$ cat src/rtl/add_n_pipe.sv
// add_n_pipe: pipelined two's-complement adder/subtractor with valid/ready
// handshakes on both sides. The carry chain is cut into STAGES chunks of
// C = WIDTH/STAGES bits. Each stage adds one chunk and registers the carry for
// the next stage, so the block accepts one operation per cycle at any WIDTH.
// WIDTH must be a multiple of STAGES, and STAGES must be at least 1.
//
// Ports
//   clk        rising-edge clock
//   reset      asynchronous active-high reset; drops all in-flight beats
//   in_valid   operand beat present
//   in_ready   beat accepted this cycle (equals the global advance)
//   a, b       operands
//   cin        carry-in; ignored when sub=1
//   sub        0: a+b+cin, 1: a-b computed as a+~b+1
//   out_valid  result present
//   out_ready  downstream accepts the result
//   sum        result modulo 2^WIDTH
//   cout       carry out of the MSB (for sub, 1 = no borrow)
//   overflow   signed overflow
//   zero       sum == 0
module add_n_pipe #(
  parameter int WIDTH  = 16,
  parameter int STAGES = 4
) (
  input  logic             clk,
  input  logic             reset,
  input  logic             in_valid,
  output logic             in_ready,
  input  logic [WIDTH-1:0] a,
  input  logic [WIDTH-1:0] b,
  input  logic             cin,
  input  logic             sub,
  output logic             out_valid,
  input  logic             out_ready,
  output logic [WIDTH-1:0] sum,
  output logic             cout,
  output logic             overflow,
  output logic             zero
);

  localparam int C = WIDTH / STAGES;

  logic             adv;
  logic [WIDTH-1:0] bx;
  logic             c0;

  // One stall signal for the whole pipe: bubbles are not collapsed.
  assign adv      = ~out_valid | out_ready;
  assign in_ready = adv;
  assign bx       = sub ? ~b : b;
  assign c0       = sub | cin;

  for (genvar s = 0; s < STAGES; s++) begin : g_stage
    localparam int DONE = (s + 1) * C;   // low sum bits finished after this stage
    localparam int REM  = WIDTH - DONE;  // operand bits still waiting to be added

    logic            vld;
    logic            cy;
    logic            sa;
    logic            sb;
    logic [DONE-1:0] acc;

    logic            nxt_v;
    logic            ci;
    logic            nxt_sa;
    logic            nxt_sb;
    logic [C-1:0]    ca;
    logic [C-1:0]    cb;
    logic [C:0]      csum;
    logic [DONE-1:0] nxt_acc;

    if (s == 0) begin : g_first
      assign nxt_v   = in_valid;
      assign ca      = a[C-1:0];
      assign cb      = bx[C-1:0];
      assign ci      = c0;
      assign nxt_sa  = a[WIDTH-1];
      assign nxt_sb  = bx[WIDTH-1];
      assign nxt_acc = csum[C-1:0];
    end else begin : g_next
      // Pending operand bits are kept right-aligned, so the next chunk is
      // always at the bottom of the previous stage's remainder.
      assign nxt_v   = g_stage[s-1].vld;
      assign ca      = g_stage[s-1].g_rem.rem_a[C-1:0];
      assign cb      = g_stage[s-1].g_rem.rem_b[C-1:0];
      assign ci      = g_stage[s-1].cy;
      assign nxt_sa  = g_stage[s-1].sa;
      assign nxt_sb  = g_stage[s-1].sb;
      assign nxt_acc = {csum[C-1:0], g_stage[s-1].acc};
    end

    assign csum = {1'b0, ca} + {1'b0, cb} + {{C{1'b0}}, ci};

    // Data registers are cleared too so the outputs read sum=0/zero=1 after reset.
    always_ff @(posedge clk or posedge reset) begin
      if (reset) begin
        vld <= 1'b0;
        cy  <= 1'b0;
        sa  <= 1'b0;
        sb  <= 1'b0;
        acc <= '0;
      end else if (adv) begin
        vld <= nxt_v;
        cy  <= csum[C];
        sa  <= nxt_sa;
        sb  <= nxt_sb;
        acc <= nxt_acc;
      end
    end

    if (REM > 0) begin : g_rem
      logic [REM-1:0] rem_a;
      logic [REM-1:0] rem_b;
      logic [REM-1:0] nxt_rem_a;
      logic [REM-1:0] nxt_rem_b;

      if (s == 0) begin : g_src_in
        assign nxt_rem_a = a[WIDTH-1:C];
        assign nxt_rem_b = bx[WIDTH-1:C];
      end else begin : g_src_prev
        assign nxt_rem_a = g_stage[s-1].g_rem.rem_a[REM+C-1:C];
        assign nxt_rem_b = g_stage[s-1].g_rem.rem_b[REM+C-1:C];
      end

      always_ff @(posedge clk or posedge reset) begin
        if (reset) begin
          rem_a <= '0;
          rem_b <= '0;
        end else if (adv) begin
          rem_a <= nxt_rem_a;
          rem_b <= nxt_rem_b;
        end
      end
    end
  end

  assign out_valid = g_stage[STAGES-1].vld;
  assign sum       = g_stage[STAGES-1].acc;
  assign cout      = g_stage[STAGES-1].cy;
  // Signed overflow: operand signs agree (after inverting b for sub) but the
  // result sign does not.
  assign overflow  = (g_stage[STAGES-1].sa == g_stage[STAGES-1].sb) &&
                     (sum[WIDTH-1] != g_stage[STAGES-1].sa);
  assign zero      = (sum == '0);

endmodule

$ cat config.mk
export PLATFORM = sky130hd
export DESIGN_NAME = add_n_pipe
export DESIGN_NICKNAME = d
export VERILOG_FILES = /design/src/rtl/add_n_pipe.sv
export SDC_FILE = /design/constraint.sdc
export NUM_CORES = 1
export LEC_CHECK = 0
export CAP_MARGIN = 25
export CORE_UTILIZATION = 51
export DETAILED_ROUTE_END_ITERATION = 10
export PLACE_DENSITY_LB_ADDON = 0.3
export SLEW_MARGIN = 20
export SYNTH_ARGS = -nofsm -noshare
export SYNTH_HDL_FRONTEND = slang
export SYNTH_SLANG_ARGS = --single-unit
$ cat constraint.sdc
create_clock -name clk -period 8.36 [get_ports clk]
set_clock_uncertainty 0.1 [all_clocks]
set_input_delay 1.672 -clock clk [delete_from_list [all_inputs] [get_ports clk]]
set_output_delay 1.672 -clock clk [all_outputs]
set_load 0.02 [all_outputs]
==> results of run 1 <==
==> layout by cell type (no fill, tap or decap), types with 8 or more instances in the layout <==
cell,instances
a21oi_1,12
dfrtp_1,98
ha_1,12
o21ai_0,26
clkdlybuf4s50_1,58
clkbuf_8,11
nand2_1,223
inv_1,9
fa_1,8
nor2_1,10
xor2_1,10
xnor2_1,12
==> cell usage after synthesis <==
cell      instances
a211oi_1          1
a21o_1            5
a21oi_1          12
and4_1            1
buf_2            15
buf_4             5
buf_6             2
clkbuf_1          1
dfrtp_1          98
fa_1              8
ha_1             12
inv_1            10
inv_2             1
nand2_1         223
nand2b_1          1
nor2_1           10
nor2b_1           3
nor2b_4           1
nor3_1            1
nor4_1            4
o21a_1            2
o21ai_0          26
o31ai_2           1
or2_2             1
xnor2_1          12
xor2_1           10
==> registers in the layout (all words and copies together) (netlist names) <==
signal	cells
g_stage.acc	24
g_stage.g_rem.rem_a	21
g_stage.g_rem.rem_b	21
sum	16
g_stage.sa	4
g_stage.sb	4
g_stage.cy	3
g_stage.vld	3
cout	1
out_valid	1
==> report_power, final <==
part	total (mW)	switching, mW	internal (mW)
registers	0.814	0.128	0.685
clock network	0.313	0.157	0.156
logic	0.684	0.380	0.304
total	1.81	0.666	1.15
==> area by class of cell <==
| class | instances | share of cell area (%) |
|---|---|---|
| Tap cell | 105 | 2.54 |
| Clock buffer | 11 | 2.93 |
| Timing Repair Buffer | 61 | 11.7 |
| Inverter | 11 | 0.847 |
| Sequential cell | 98 | 47.4 |
| Multi-Input combinational cell | 334 | 33.4 |
| Clock inverter | 5 | 1.21 |
==> cells by family after synthesis <==
kind of cell    count (synthesis)  synth area share (%)
compound gates                 47                  6.03
xor+xnor                       22                  4.42
fa+ha+maj                      20                  7.12
buf+inv                        34                  4.14
flops                          98                  56.3
simple gates                  245                  22.0
==> how the worst min path moves through the flow <==
| stage | start | endpoint |
|---|---|---|
| global placement | g_stage[2].vld | g_stage[2].vld |
| finish | g_stage[1].acc[1] | g_stage[2].acc[1] |
| detailed placement | g_stage[2].acc[6] | g_stage[2].acc[6] |
| CTS | g_stage[0].g_rem.rem_b[6] | g_stage[1].g_rem.rem_b[2] |
| global route | g_stage[1].acc[3] | g_stage[1].acc[3] |
| floorplan | g_stage[2].vld | g_stage[2].vld |
==> tightest hold or removal path: stages (launching register included) <==
cell     delay (ns)
dfrtp_1        0.35
nand2_1        0.05
nand2_1        0.05
==> layer usage <==
metal	GRT usage (%)	share of wire, %	vias to the layer above
li1	-	-	1554
met1	23.8	48	1378
met2	31.3	47	57
met3	2.90	2.8	9
met4	8.97	1.9	0
met5	0	0	-
==> summary.md, run 1 <==
| Metric | Value |
|---|---|
| Status | `finished, final reports clean` |
| Setup ws final | `about 3.0 ns` |
| Post-CTS sizing | `0` |
| Flop and latch count out of synthesis | `slightly below 100` |
| Slowest stage delay, CP | `approximately 0.7 ns` |
| Die W | `approximately 94 um` |
| Clock Pin Slew Worst Setup and Hold Paths | `0.09 ns` |
| Number of port buffers | `58` |
| Cts bufs inserted | `9` |
| Sequential area share after synthesis | `56.3%` |
| Startpoint types | `primary input` |
| IR drop worst, VDD | `0.193 mV` |
| Layout cell share with drive strength beyond 1 | `4.62%` |
| Fillers | `between 700 and 800` |
| Hold Crit Depth | `2` |
| Drt drc | `0` |
| CTS sink cnt | `~100` |
| Grt ovf | `0` |
| Setup slack, reg-to-reg | `6.04 ns` |
| Setup Crit Path Kind | `in -> out` |
| Placement Rows | `33` |
| Fin. Hold Viols | `0` |
| PnR Total Power | `around 1.8 mW` |
| Worst min-delay path class | `reg -> reg` |
| Post-CTS setup repair buffer count | `0` |
| RSZ-0062 raised after global routing | `false` |
| Fin nets | `approximately 570` |
| WP buf/inv | `4` |
| Fmax | `0.186 GHz` |
| Fin crit share | `between 60% and 70%` |
| Final instance count without filler cells | `roughly 630` |
| H-tree Lvls | `3` |
| Final hold slack | `0.371 ns` |
| Core area | `between 8000 and 9000 sq um` |
| Minimum setup slack after placement | `2.98 ns` |
| Area Overhead vs Synth | `18.6%` |
| Post-DR vias/cell | `roughly 4.8` |
| Yosys top cell area share | `roughly 56%` |
| Fin util | `between 60% and 70%` |
| Largest net degree at the start of global routing | `between 100 and 150` |
| Die height | `roughly 94 um` |
| WP depth | `5` |
| Worst endpoint data arrival time | `roughly 3.6 ns` |
| Max-Cap Viols | `0` |
| Worst-path fanout max | `between 100 and 150` |
| Multi-input logic area | `~1700 sq um` |
| R2R Path Start | `out_valid` |
| Slowest cell on the critical path | `buf_4` |
| Setup crit start | `out_ready` |
| Routed wire per std cell | `between 10 and 15 um` |
| Min cycle time layout | `roughly 5.4 ns` |
| Syn_area_per_cell | `9.35 sq um` |
| Synth area leaders | `dfrtp_1 56%, nand2_1 19%, fa_1 3.7%` |
| Slew @ Worst Pin | `a little over 0.9 ns` |
| Worst Setup EP | `in_ready` |
| Placed Cells | `around 600` |
| DRT Pass-1 Iters | `4` |
| Setup TNS | `0 ns` |
| Initial Util | `52.8%` |
| CTS tree | `yes` |
| GP Congestion | `0.774` |
| WP data required | `around 6.6 ns` |
| Initial antenna violation count | `0` |
| FF/Latch Area | `around 2500 sq um` |
| Die area | `8920 sq um` |
| Final wirelength | `7140 um` |
| Netlist Area Pre-Place | `between 4000 and 5000 sq um` |
| YS warnings | `0` |
| Power Density | `350 nW/um^2` |
| Distinct cells, synth | `26` |
| CP endpoint kind | `primary output` |
| Crit-path most repeated cell | `clkdlybuf4s50_1` |
| DP HPWL | `approximately 5000 um` |
| Final Setup Violations | `0` |
| Design Area, Final | `a little over 5000 sq um` |
| First-pass GRT wire length | `12800 um` |
| Reg2Reg Depth | `6` |
| Clk buf depth | `2` |
| Yosys top cell by area | `dfrtp_1` |
| Hold_buf cts | `0` |
| First DRT Iteration DRCs | `approximately 130` |
| Cell Area, Placed | `roughly 5000 sq um` |
| Largest delay share family, worst path | `buffers and inverters` |
| Final slew viol count | `0` |
| Vias | `roughly 3000` |
| Normalized max-slew margin | `38.2%` |
| CTS Root Cell | `clkbuf_8` |
| Syn Nets | `approximately 520` |
| Antenna Nets Post-Route | `0` |
| Vias in the first global route | `between 2000 and 3000` |
| I/O pin count | `59` |
| Worst-Skew Late Latency | `0.36 ns` |
| FF-to-FF End | `g_stage[2].acc[10]` |
| N_diodes | `0` |
| Crit-path cells | `clkdlybuf4s50_1 > nor2b_4 > buf_4 > inv_2 > clkdlybuf4s50_1` |
| Post-Synthesis Cells | `roughly 470` |
| GRT Total Usage | `between 10% and 20%` |
| Leak | `approximately 2.6 nW` |
Note: power is estimated with default switching activity, not from simulation.
==> inputs of run 2 (changes only) <==
Clock period 8.36 ns to 5.6 ns, I/O delays scaled along.
==> summary.md, run 2 (same netlist as run 1, synthesis figures left out) <==
| Metric | Value |
|---|---|
| Die height | `94.4 um (unchanged)` |
| Area Overhead vs Synth | `18.8%` |
| Placed Cells | `609 (unchanged)` |
| Fin nets | `573 (unchanged)` |
| Status | `finished, final reports clean` |
| Layout cell share with drive strength beyond 1 | `4.23% (-0.38 points)` |
| Design Area, Final | `5170 sq um (+0.12%)` |
| I/O pin count | `59 (unchanged)` |
| Biggest regs | `g_stage.acc x24, g_stage.g_rem.rem_a x21, g_stage.g_rem.rem_b x21` |
| Grt ovf | `0 (unchanged)` |
| Clock Pin Slew Worst Setup and Hold Paths | `0.09 ns (about the same)` |
| WP data required | `5.71 ns (-0.88 ns)` |
| N_diodes | `0 (unchanged)` |
| Worst-path fanout max | `17 (-84%)` |
| Multi-input logic area | `1720 sq um (unchanged)` |
| Cell Area, Placed | `4950 sq um (unchanged)` |
| Met3 WL | `242 um (+20%)` |
| Routed met2 length | `3530 um (+4.2%)` |
| Vias in the first global route | `2976 (-0.60%)` |
| Most common cell after layout, fill and taps aside | `nand2_1` |
| FF-to-FF End | `cout` |
| Crit-path most repeated cell | `fa_1` |
| Clk buf depth | `2 (unchanged)` |
| Final wirelength | `7330 um (+2.6%)` |
| Crit-path cells | `clkdlybuf4s50_1 > or2_2 > fa_1 > fa_1 > a21o_1 > a211oi_1 > a21oi_1` |
| Placement Rows | `33 (unchanged)` |
| RSZ-0062 raised after global routing | `false` |
| CTS sink cnt | `98 (unchanged)` |
| Post-CTS setup repair buffer count | `0 (unchanged)` |
| Startpoint types | `primary input` |
| CTS Root Cell | `clkbuf_8` |
| IR drop worst, VDD | `0.325 mV (+68%)` |
| Worst hold start | `g_stage[0].acc[1]` |
| Setup Crit Path Kind | `in -> reg` |
| Die W | `94.4 um (unchanged)` |
| Slew @ Worst Pin | `0.945 ns (+0.0176 ns)` |
| Fmax | `0.270 GHz` |
| FF/Latch Area | `2450 sq um (unchanged)` |
| Hold Crit Depth | `2 (unchanged)` |
| Die area | `8920 sq um (unchanged)` |
| Routed wire per std cell | `11.7 um (+2.6%)` |
| Hold Path End | `g_stage[0].acc[1]` |
| Worst-Skew Late Latency | `0.35 ns (about the same)` |
| Fin crit share | `about two thirds` |
| First-pass GRT wire length | `13000 um (+0.81%)` |
| Core area | `8260 sq um (unchanged)` |
| CTS tree | `yes` |
| Number of port buffers | `58 (unchanged)` |
| Leak | `2.55 nW (about the same)` |
| GP Congestion | `0.783 (+1.2%)` |
| Reg2Reg Depth | `5 (-1)` |
| Max reg flops | `24 (unchanged)` |
| Drt drc | `0 (unchanged)` |
| Normalized max-slew margin | `37.0% (-1.2 points)` |
| Fillers | `701 (-3.7%)` |
| Post-CTS sizing | `0 (unchanged)` |
| Final hold slack | `0.371 ns (+0.0000730 ns)` |
| Final instance count without filler cells | `625 (unchanged)` |
| Largest delay share family, worst path | `buffers and inverters` |
| Initial Util | `52.8% (unchanged)` |
| Largest net degree at the start of global routing | `104 (-0.95%)` |
| Fin. Hold Viols | `0 (unchanged)` |
| GRT Total Usage | `18.8% (+0.054 points)` |
| Worst min-delay path class | `reg -> reg` |
| Setup TNS | `0 ns (unchanged)` |
| Highest metal used | `met4` |
| Min cycle time layout | `3.70 ns` |
| Setup ws final | `1.90 ns (-1.09 ns)` |
| CP endpoint kind | `flop` |
| R2R Path Start | `g_stage[2].cy` |
| Initial antenna violation count | `0 (unchanged)` |
| Post-DR vias/cell | `4.80 (about the same)` |
| First DRT Iteration DRCs | `147 (+9.7%)` |
| Final Setup Violations | `0 (unchanged)` |
| Vias | `2999 (+0.033%)` |
| Setup slack, reg-to-reg | `3.67 ns (-2.37 ns)` |
| Final slew viol count | `0 (unchanged)` |
| Hold_buf cts | `0 (unchanged)` |
| Antenna Nets Post-Route | `0 (unchanged)` |
| Max-Cap Viols | `0 (unchanged)` |
| Cts bufs inserted | `9 (unchanged)` |
| DRT Pass-1 Iters | `4 (unchanged)` |
| WL met1 | `3440 um (+0.94%)` |
| Worst endpoint data arrival time | `3.81 ns (+0.21 ns)` |
| Slowest stage delay, CP | `0.84 ns (+0.12 ns)` |
| Commonest cells after routing, fill and taps aside | `223 x nand2_1, 98 x dfrtp_1, 58 x clkdlybuf4s50_1` |
| Slowest cell on the critical path | `clkdlybuf4s50_1` |
| H-tree Lvls | `3 (unchanged)` |
| Top reg by flops | `g_stage.acc` |
| DP HPWL | `4930 um (+1.5%)` |
| WP buf/inv | `1 (-3)` |
| Minimum setup slack after placement | `1.50 ns (-1.47 ns)` |
| Power Density | `529 nW/um^2 (+51%)` |
run 2: cell count changes in the layout (fill, tap and decap cells not counted):
cell       before  now
clkbuf_8       11   10
clkinv_4        2    0
clkbuf_1        0    2
bufinv_16       1    2
run 2: through the flow:
step,utilization [%],power [mW]
after global placement,60.0,2.22
final,62.7,2.74
after global routing,62.7,2.98
after floorplan,-,1.94
after detailed placement,60.0,2.27
after CTS,62.7,2.77
run 2: area by class of cell:
cell class | instances | share of cell area (%)
clock inverters | 4 | 1.45
repair buffers | 61 | 11.7
multi-input cells | 334 | 33.3
well taps | 105 | 2.54
flip-flops and latches | 98 | 47.4
inverters | 11 | 0.846
clock buffers | 12 | 2.80
run 2: worst max path at each step:
stage	startpoint	endpoint	slack, ns	cells past startpoint
CTS	sub	g_stage[0].cy	1.89	7
detailed placement	sub	g_stage[0].cy	1.50	7
global route	sub	g_stage[0].cy	1.77	7
finish	sub	g_stage[0].cy	1.90	7
floorplan	reset	cout	1.82	1
global placement	sub	g_stage[0].cy	1.60	7
run 2: tightest hold or removal path: stages (launching register included):
cell     delay, ns
dfrtp_1       0.35
nand2_1       0.05
nand2_1       0.05
run 2: metal layers:
metal / up-vias / global-route usage (%)
met2: 59 / 31.0
met1: 1377 / 24.5
met4: 0 / 7.31
met5: - / 0
li1: 1554 / -
met3: 9 / 3.62
run 2: power breakdown:
part	switching, mW	internal, mW	total, mW
registers	0.192	1.02	1.21
logic	0.570	0.456	1.03
clock network	0.231	0.264	0.495
total	0.993	1.74	2.74
